File: src/rtl/key_count_pkg.sv
// Shared types for the key_count_source slice: debounce state
// encoding and the width of the displayed count.
package key_count_pkg;

  localparam int CNT_W = 4;

  typedef enum logic [1:0] {
    DB_IDLE       = 2'd0,
    DB_WAIT_PRESS = 2'd1,
    DB_PRESSED    = 2'd2,
    DB_WAIT_REL   = 2'd3
  } db_state_e;

endpackage

File: src/rtl/key_debounce.sv
// One active-low pushbutton: 2-flop synchronizer, debounce FSM,
// one-cycle registered press pulse. DEBOUNCE_CYCLES must be >= 2.
module key_debounce
  import key_count_pkg::*;
#(
  parameter int DEBOUNCE_CYCLES = 500000
) (
  input  logic i_clk,
  input  logic i_rst_n,
  input  logic i_key_n,
  output logic o_press
);

  localparam int CW =
    (DEBOUNCE_CYCLES > 2) ? $clog2(DEBOUNCE_CYCLES) : 1;
  // IDLE/PRESSED supply the first stable sample, so the
  // wait states only need DEBOUNCE_CYCLES-1 more.
  localparam logic [CW-1:0] LAST = CW'(DEBOUNCE_CYCLES - 2);

  logic      r_s1;
  logic      r_s2;
  db_state_e r_state;
  logic [CW-1:0] r_cnt;
  logic      r_press;

  always_ff @(posedge i_clk or negedge i_rst_n) begin
    if (!i_rst_n) begin
      r_s1 <= 1'b1;
      r_s2 <= 1'b1;
    end else begin
      r_s1 <= i_key_n;
      r_s2 <= r_s1;
    end
  end

  always_ff @(posedge i_clk or negedge i_rst_n) begin
    if (!i_rst_n) begin
      r_state <= DB_IDLE;
      r_cnt   <= '0;
      r_press <= 1'b0;
    end else begin
      r_press <= 1'b0;
      unique case (r_state)
        DB_IDLE: begin
          if (!r_s2) begin
            r_state <= DB_WAIT_PRESS;
            r_cnt   <= '0;
          end
        end
        DB_WAIT_PRESS: begin
          if (r_s2) begin
            r_state <= DB_IDLE;
          end else if (r_cnt == LAST) begin
            r_state <= DB_PRESSED;
            r_press <= 1'b1;
          end else begin
            r_cnt <= r_cnt + 1'b1;
          end
        end
        DB_PRESSED: begin
          if (r_s2) begin
            r_state <= DB_WAIT_REL;
            r_cnt   <= '0;
          end
        end
        DB_WAIT_REL: begin
          if (!r_s2) begin
            r_state <= DB_PRESSED;
          end else if (r_cnt == LAST) begin
            r_state <= DB_IDLE;
          end else begin
            r_cnt <= r_cnt + 1'b1;
          end
        end
        default: r_state <= DB_IDLE;
      endcase
    end
  end

  assign o_press = r_press;

endmodule

File: src/rtl/key_count_source.sv
// Debounced inc/dec/load keys drive a wrapping 0..MAX_VALUE count.
// KEY_COUNT_AUTO_RUN_EN adds a RUN-gated periodic increment tick.
module key_count_source
  import key_count_pkg::*;
#(
  parameter int DEBOUNCE_CYCLES = 500000,
  parameter int MAX_VALUE       = 15,
  parameter int TICK_CYCLES     = 50000000
) (
  input  logic       CLOCK_50,
  input  logic       Resetn,
  input  logic       KEY_INC,
  input  logic       KEY_DEC,
  input  logic       KEY_LOAD,
  input  logic [3:0] SW,
  input  logic       RUN,
  output logic [3:0] V,
  output logic       CHG
);

  localparam logic [CNT_W-1:0] MAXV = CNT_W'(MAX_VALUE);

  logic w_inc;
  logic w_dec;
  logic w_load;
  logic w_tick;
  logic [CNT_W-1:0] w_next;
  logic [CNT_W-1:0] w_sw_sat;
  logic [CNT_W-1:0] r_v;
  logic             r_chg;

  key_debounce #(.DEBOUNCE_CYCLES(DEBOUNCE_CYCLES)) u_inc (
    .i_clk   (CLOCK_50),
    .i_rst_n (Resetn),
    .i_key_n (KEY_INC),
    .o_press (w_inc)
  );

  key_debounce #(.DEBOUNCE_CYCLES(DEBOUNCE_CYCLES)) u_dec (
    .i_clk   (CLOCK_50),
    .i_rst_n (Resetn),
    .i_key_n (KEY_DEC),
    .o_press (w_dec)
  );

  key_debounce #(.DEBOUNCE_CYCLES(DEBOUNCE_CYCLES)) u_load (
    .i_clk   (CLOCK_50),
    .i_rst_n (Resetn),
    .i_key_n (KEY_LOAD),
    .o_press (w_load)
  );

`ifdef KEY_COUNT_AUTO_RUN_EN
  localparam int TW =
    (TICK_CYCLES > 1) ? $clog2(TICK_CYCLES) : 1;
  localparam logic [TW-1:0] TLAST = TW'(TICK_CYCLES - 1);

  logic [TW-1:0] r_tick_cnt;

  assign w_tick = RUN && (r_tick_cnt == TLAST);

  always_ff @(posedge CLOCK_50 or negedge Resetn) begin
    if (!Resetn) begin
      r_tick_cnt <= '0;
    end else if (!RUN || w_tick) begin
      r_tick_cnt <= '0;
    end else begin
      r_tick_cnt <= r_tick_cnt + 1'b1;
    end
  end
`else
  logic w_unused_run;
  assign w_unused_run = RUN;
  assign w_tick = 1'b0;
`endif

  assign w_sw_sat = (SW > MAXV) ? MAXV : SW;

  // Tick sits below every key pulse, including inc+dec cancel.
  always_comb begin
    w_next = r_v;
    if (w_load) begin
      w_next = w_sw_sat;
    end else if (w_inc && w_dec) begin
      w_next = r_v;
    end else if (w_inc || (w_tick && !w_dec)) begin
      w_next = (r_v == MAXV) ? '0 : r_v + 1'b1;
    end else if (w_dec) begin
      w_next = (r_v == '0) ? MAXV : r_v - 1'b1;
    end
  end

  always_ff @(posedge CLOCK_50 or negedge Resetn) begin
    if (!Resetn) begin
      r_v   <= '0;
      r_chg <= 1'b0;
    end else begin
      r_v   <= w_next;
      r_chg <= (w_next != r_v);
    end
  end

  assign V   = r_v;
  assign CHG = r_chg;

endmodule

File: config.mk
export PLATFORM = sky130hd
export DESIGN_NAME = key_count_source
export DESIGN_NICKNAME = d
export VERILOG_FILES = /design/src/rtl/key_count_pkg.sv /design/src/rtl/key_debounce.sv /design/src/rtl/key_count_source.sv
export SDC_FILE = /design/constraint.sdc
export NUM_CORES = 1
export LEC_CHECK = 0
export ABC_AREA = 1
export ABC_CLOCK_PERIOD_IN_PS = 1450
export CAP_MARGIN = 10
export CORE_ASPECT_RATIO = 1.75
export CORE_UTILIZATION = 45
export DETAILED_ROUTE_END_ITERATION = 8
export PLACE_DENSITY = 0.65
export SLEW_MARGIN = 30
export SYNTH_ARGS = -nofsm -noshare
export SYNTH_HDL_FRONTEND = slang
export SYNTH_SLANG_ARGS = --single-unit
File: constraint.sdc
create_clock -name CLOCK_50 -period 1.45 [get_ports CLOCK_50]
set_input_delay 0.29 -clock CLOCK_50 [delete_from_list [all_inputs] [get_ports CLOCK_50]]
set_output_delay 0.29 -clock CLOCK_50 [all_outputs]
set_load 0.05 [all_outputs]
# Word-level counts from Yosys, hierarchy flattened
# Cells that the tools add are included.
# totals
register_bits	77
in_bits	10
out_inout_bits	5
word_cells	121
# classes
n_addsub	5
order_cmp	1
n_eq_ne	32
mux	55
n_reduce_logical	11
# ops
cell	count
2-to-1 mux 19 bit	15
case mux 19 bit (4 select lines)	3
adder 19 x 1 -> 19 bit (second input constant)	3
equality test 19 bit (second input constant)	3
2-to-1 mux 2 bit	18
2-to-1 mux 4 bit	7
case mux 2 bit (4 select lines)	3
AND reduction 4 bit	6
equality test 2 bit (second input constant)	6
inequality test 2 x 1 -> 1 bit (second input constant)	6
inequality test 2 bit (second input constant)	6
2-to-1 mux 1 bit	9
inequality test 3 x 1 -> 1 bit (second input constant)	3
inequality test 3 bit (second input constant)	3
equality test 2 x 1 -> 1 bit (second input constant)	3
logical NOT 2 bit	3
adder 4 x 1 -> 4 bit (second input constant)	1
equality test 4 bit (second input constant)	1
greater-than comparator 4 bit (second input constant)	1
logical NOT 4 bit	1
inequality test 4 bit	1
subtractor 4 x 1 -> 4 bit (second input constant)	1
logical AND 1 bit	1

# Logic depth before layout (Yosys ltp)
# logic_depth
depth_word	7
depth_mapped	13
depth_no_buf	13

# Cells and area by module
# From an unflattened synthesis, not the netlist that was laid out.
# hier_totals
hier_cells	755
hier_area_um2	5116.2
# by_module_without_submodules
mod	n_inst	cells_each	area_each_um2
key_debounce at u_dec ...	2	231	1542.7
key_debounce at u_load	1	204	1517.7
key_count_source	1	89	513.0

# Least setup slack after synthesis
# OpenSTA, ideal clock, no wires.
# synth_timing
path_kind	reg2reg
startpoint	register r_v[1], in the netlist V[1]
endpoint	register r_chg, in the netlist CHG
setup_time_ns	0.117
t_arrival_ns	1.775
path_slack_ns	-0.442
path_stages_with_launch	14
synth_period_minus_slack_ns	1.892
cell_sequence	dfrtp_1 > inv_1 > ha_1 > inv_1 > nand2_1 > nand2_1 > nand2_1 > nand2_1 > nand2_1 > nand2_1 > nand2_1 > nand3_1 > nor2_1 > nand2_1
# synth_via
elab_chain_len	7
elab_cells_between_ends	11
cone_classes	2 x add/sub; 2 x eq/ne; 6 x mux; 1 x reduce/logical
# synth_rtl
element	line	rtl
start, declared	key_count_source.sv:29	logic [CNT_W-1:0] r_v;
start signal, assigned	key_count_source.sv:98	r_v <= w_next;
subtractor 4 x 1 -> 4 bit / logical NOT 4 bit (equally long branches)	key_count_source.sv:89	w_next = (r_v == '0) ? MAXV : r_v - 1'b1;
2-to-1 mux 4 bit	key_count_source.sv:89	
2-to-1 mux 4 bit	key_count_source.sv:88	end else if (w_dec) begin
2-to-1 mux 4 bit	key_count_source.sv:86	end else if (w_inc || (w_tick && !w_dec)) begin
2-to-1 mux 4 bit *	key_count_source.sv:84	end else if (w_inc && w_dec) begin
2-to-1 mux 4 bit *	key_count_source.sv:82	if (w_load) begin
net w_next[1]	key_count_source.sv:27	logic [CNT_W-1:0] w_next;
inequality test 4 bit *	key_count_source.sv:99	r_chg <= (w_next != r_v);
end signal, assigned	key_count_source.sv:99	
end, declared	key_count_source.sv:30	logic r_chg;
# The timed path passes the listed nets; every way through them passes the cells marked *.
# A chain may end at the register's enable or synchronous reset.

# Worst setup path after layout
# layout_timing
startpoint	register u_inc.r_cnt[0]
endpoint	register u_inc.r_cnt[18]
# layout_via
elab_chain_len	4
elab_cells_between_ends	6
cone_classes	1 x add/sub; 1 x eq/ne; 4 x mux
# layout_rtl
element	line	rtl
start, declared	key_debounce.sv:23	logic [CW-1:0] r_cnt;
start signal, assigned	key_debounce.sv:57	r_cnt <= r_cnt + 1'b1;
start signal, assigned	key_debounce.sv:72	r_cnt <= r_cnt + 1'b1;
adder 19 x 1 -> 19 bit / equality test 19 bit (equally long branches)	n/a	
2-to-1 mux 19 bit *	key_debounce.sv:53, key_debounce.sv:69	
2-to-1 mux 19 bit, on equally long branches	key_debounce.sv:67, key_debounce.sv:51	
case mux 19 bit (4 select lines) *	key_debounce.sv:43	unique case (r_state)
# Every way passes the cells marked *; elsewhere a longest branch is shown, timed or not. The select of a mux whose other input is x is not followed.

==> results.sh <==
export IMPL_min_period_ps=1591
export IMPL_clk_pin_slew_ps=60
export IMPL_cts_buffers=9
export IMPL_period_share=1.097
export IMPL_worst_slew_pin_slew_ps=478.5
export IMPL_setup_slack_ps=-140.6
export IMPL_slew_headroom=0.6810
export IMPL_placed_area_um2=6083
export IMPL_clockBufferDepth=2
export IMPL_start_util=0.4676
export IMPL_fin_skew_ps=4.724
export IMPL_stdcell_area_um2=7311
export IMPL_status="complete, but fails checks"
export IMPL_cp_data_arrival_time_ps=1850
export IMPL_grt_first_pass_wirelength_um=23180
export IMPL_syn2layout_area_growth_pct=50.90
export IMPL_synth_edf_count=0
export IMPL_grt_util_all_layers=0.2642
export IMPL_utilization=0.7056
export IMPL_startpoint_type="flop"
export IMPL_fmax_mhz=628.7
export IMPL_worst_setup_path_end_kind="flop"
export IMPL_synth_warnings=0
export IMPL_io_pins=15
export IMPL_htree_num_levels=3
export IMPL_rsz0062_at_grt="true"
export IMPL_cp_max_fo=5
export IMPL_drt_total_wl_um=14700
export IMPL_syn_avg_cell_area_um2=7.104
export IMPL_clock_latency_ps=330
export IMPL_final_max_slew_violation_count=0
export IMPL_ys_ff_latch=77
export IMPL_nets=872
export IMPL_antenna_left=0
export IMPL_route_detailed_drc=0
export IMPL_maxCapViolations=0
export IMPL_violations="negative setup slack"
export IMPL_ys_seq_area_frac=0.3993
export IMPL_first_global_vias=5272
export IMPL_num_antenna_cells=0
export IMPL_gp_congestion=0.9396
export IMPL_async_flop_share=1.000
export IMPL_grt_ovfl_total=0
export IMPL_die_width_um=80.44
export IMPL_coreArea_um2=10360
export IMPL_drtIter0Drc=254
export IMPL_die_area_um2=11200
export IMPL_drtPass1Iterations=4
export IMPL_grt_max_degree=34
export IMPL_critPathRequiredTime_ps=1700
export IMPL_rows=49
export IMPL_finalHoldViolCount=0
export IMPL_setup_viol_count_final=57
export IMPL_root_buffer="clkbuf_16"
export IMPL_portBuffers=13
export IMPL_synth_area_um2=4845
export IMPL_path_class="flop to flop"
export IMPL_p_leak_nw=3.385
export IMPL_finalPower_mw=5.712
export IMPL_dpl_cell_count=933
export IMPL_final_cells=986
export IMPL_p_per_area_nw_per_um2=781.3
export IMPL_die_h_um=139.3
export IMPL_syn_inst=682
export IMPL_cts_tree="built"
export IMPL_vias=5237
export IMPL_drive_gt1_frac=0.3970
export IMPL_via_per_inst=5.311
export IMPL_ys_flop_type="dfrtp_1"
export IMPL_hpwl_um=9832
export IMPL_hold_path_class="input port to flop"
export IMPL_antenna_found_initial=0
export IMPL_ys_types=34
export IMPL_cts_sinks=77
export IMPL_ir_worst_vdd_uv=756.7
export IMPL_syn_nets=700
export IMPL_post_drt_wl_per_cell_um=14.91
[final timing paths]
check / cells after the start / from / slack [ps] / end
max: 9 / u_inc.r_cnt[0] / -140 / u_inc.r_cnt[18]
min: 1 / KEY_DEC / 360 / u_dec.r_s1
max reg2reg: 9 / u_inc.r_cnt[0] / -140 / u_inc.r_cnt[18]
min reg2reg: 0 / u_load.r_s1 / 360 / u_load.r_s2
max in group asynchronous: 3 / Resetn / 410 / u_load.r_cnt[9]
min in group asynchronous: 2 / Resetn / 460 / u_inc.r_cnt[5]
[layout by cell type (no fill, tap or decap), types with 3 or more instances in the layout]
cell             netlist  layout
buf_12                 0       8
buf_4                  3     138
buf_6                  4      13
buf_8                  0       5
clkbuf_16              0      10
clkdlybuf4s50_1        0       7
dfrtp_1               71      65
dfrtp_2                0       6
dfstp_2                6       6
ha_2                   0       3
ha_4                   0       5
inv_1                 68      57
inv_2                  5      13
nand2_1              203     162
nand2_2                4      37
nand2_4                1      10
nand3_1               62      56
nand3_2                1       7
nand4_1               22      22
nor2_1                89      68
nor2_2                 1      19
nor2_4                 0       3
nor3_1                19      12
nor3_2                 5      11
o21ai_0               30       8
o21ai_1               15      20
o21ai_2                2      19
o31ai_4                0       3
or2_2                  4       4
xnor2_1                5       4
xor2_1                29      28
[flip-flops by register name, summed over array words and instances, names as in the netlist, 4 cells and up, named ones only]
name	cells
V	4
u_load.r_cnt	19
u_dec.r_cnt	19
u_inc.r_cnt	19
[final cells by class]
cell class,count,area (um^2)
Tap cell,127,158.9
Clock buffer,12,256.5
Timing Repair Buffer,173,1523
Inverter,74,292.8
Multi-Input combinational cell,519,3068
Clock inverter,4,70.07
Sequential cell,77,1942
Fill cell,760,3050
[where the power goes]
group          switching [mW]  internal [mW]
combinational           0.473          0.451
sequential             0.0746           2.23
clock                   0.888           1.60
[kinds of logic after synthesis]
logic type                 count (synthesis)  share of synthesized area
AOI/OAI and AO/OA                         58                    0.06560
DFF                                       77                     0.3993
buffers and inverters                     87                    0.07670
adders and majority gates                  8                    0.02066
and+or+nand+nor                          418                     0.3763
xor gates and xnor gates                  34                    0.06147
[layer usage]
layer | share of wire | GRT usage
met5 | 0 | 0
met4 | 0.042 | 0.1579
met3 | 0.031 | 0.03541
met2 | 0.54 | 0.4764
met1 | 0.38 | 0.2820
[synth_stat cells (2+ instances only)]
cell	instances	share of area
o31ai_1	5	0.0077
nor3_1	19	0.020
inv_2	5	0.0039
a21oi_1	3	0.0031
buf_2	3	0.0031
nor2_1	89	0.069
nor4_1	2	0.0026
nand3_1	62	0.064
buf_4	3	0.0046
nand2_2	4	0.0052
nand2_1	203	0.16
nand3b_1	2	0.0031
dfstp_2	6	0.033
xor2_1	29	0.052
o21bai_1	2	0.0031
or2_2	4	0.0052
nand4_1	22	0.028
xnor2_1	5	0.0090
o21ai_1	15	0.015
nor3_2	5	0.010
o21ai_2	2	0.0036
buf_6	4	0.0093
ha_1	8	0.021
dfrtp_1	71	0.37
inv_1	68	0.053
and2_1	2	0.0026
o21ai_0	30	0.031
clkbuf_1	3	0.0023
[per-stage QoR]
step                      TNS [ps]  worst slack, ps  hold slack [ps]
after floorplan             -991.0           -171.3           -5.591
after global placement       -2084           -181.9            271.3
after detailed placement     -3768           -164.4            273.5
after CTS                    -2541           -86.20            354.5
after global routing         -9593           -232.3            349.6
final                        -4102           -140.6            358.7
[timing repair]
| item | in CTS | in global routing |
|---|---|---|
| hold buffers | 1 | 0 |
| endpoints found under the hold margin | 22 | 0 |
| gates resized for setup | 72 | 125 |
| gates cloned | 3 | 1 |
| endpoints found under the setup margin | 58 | 64 |
| setup buffers | 14 | 23 |
| pin swaps | 15 | 39 |
[critical path, stage by stage, from the launching register on]
cell     delay, ps
dfrtp_1        410
inv_2           90
ha_4           130
nand4_1        110
nor2_1         150
nand3_2        120
nand2_4        190
buf_6          160
nand2_2         50
o21ai_1         80
No activity file was read; power rests on OpenSTA's default activity.
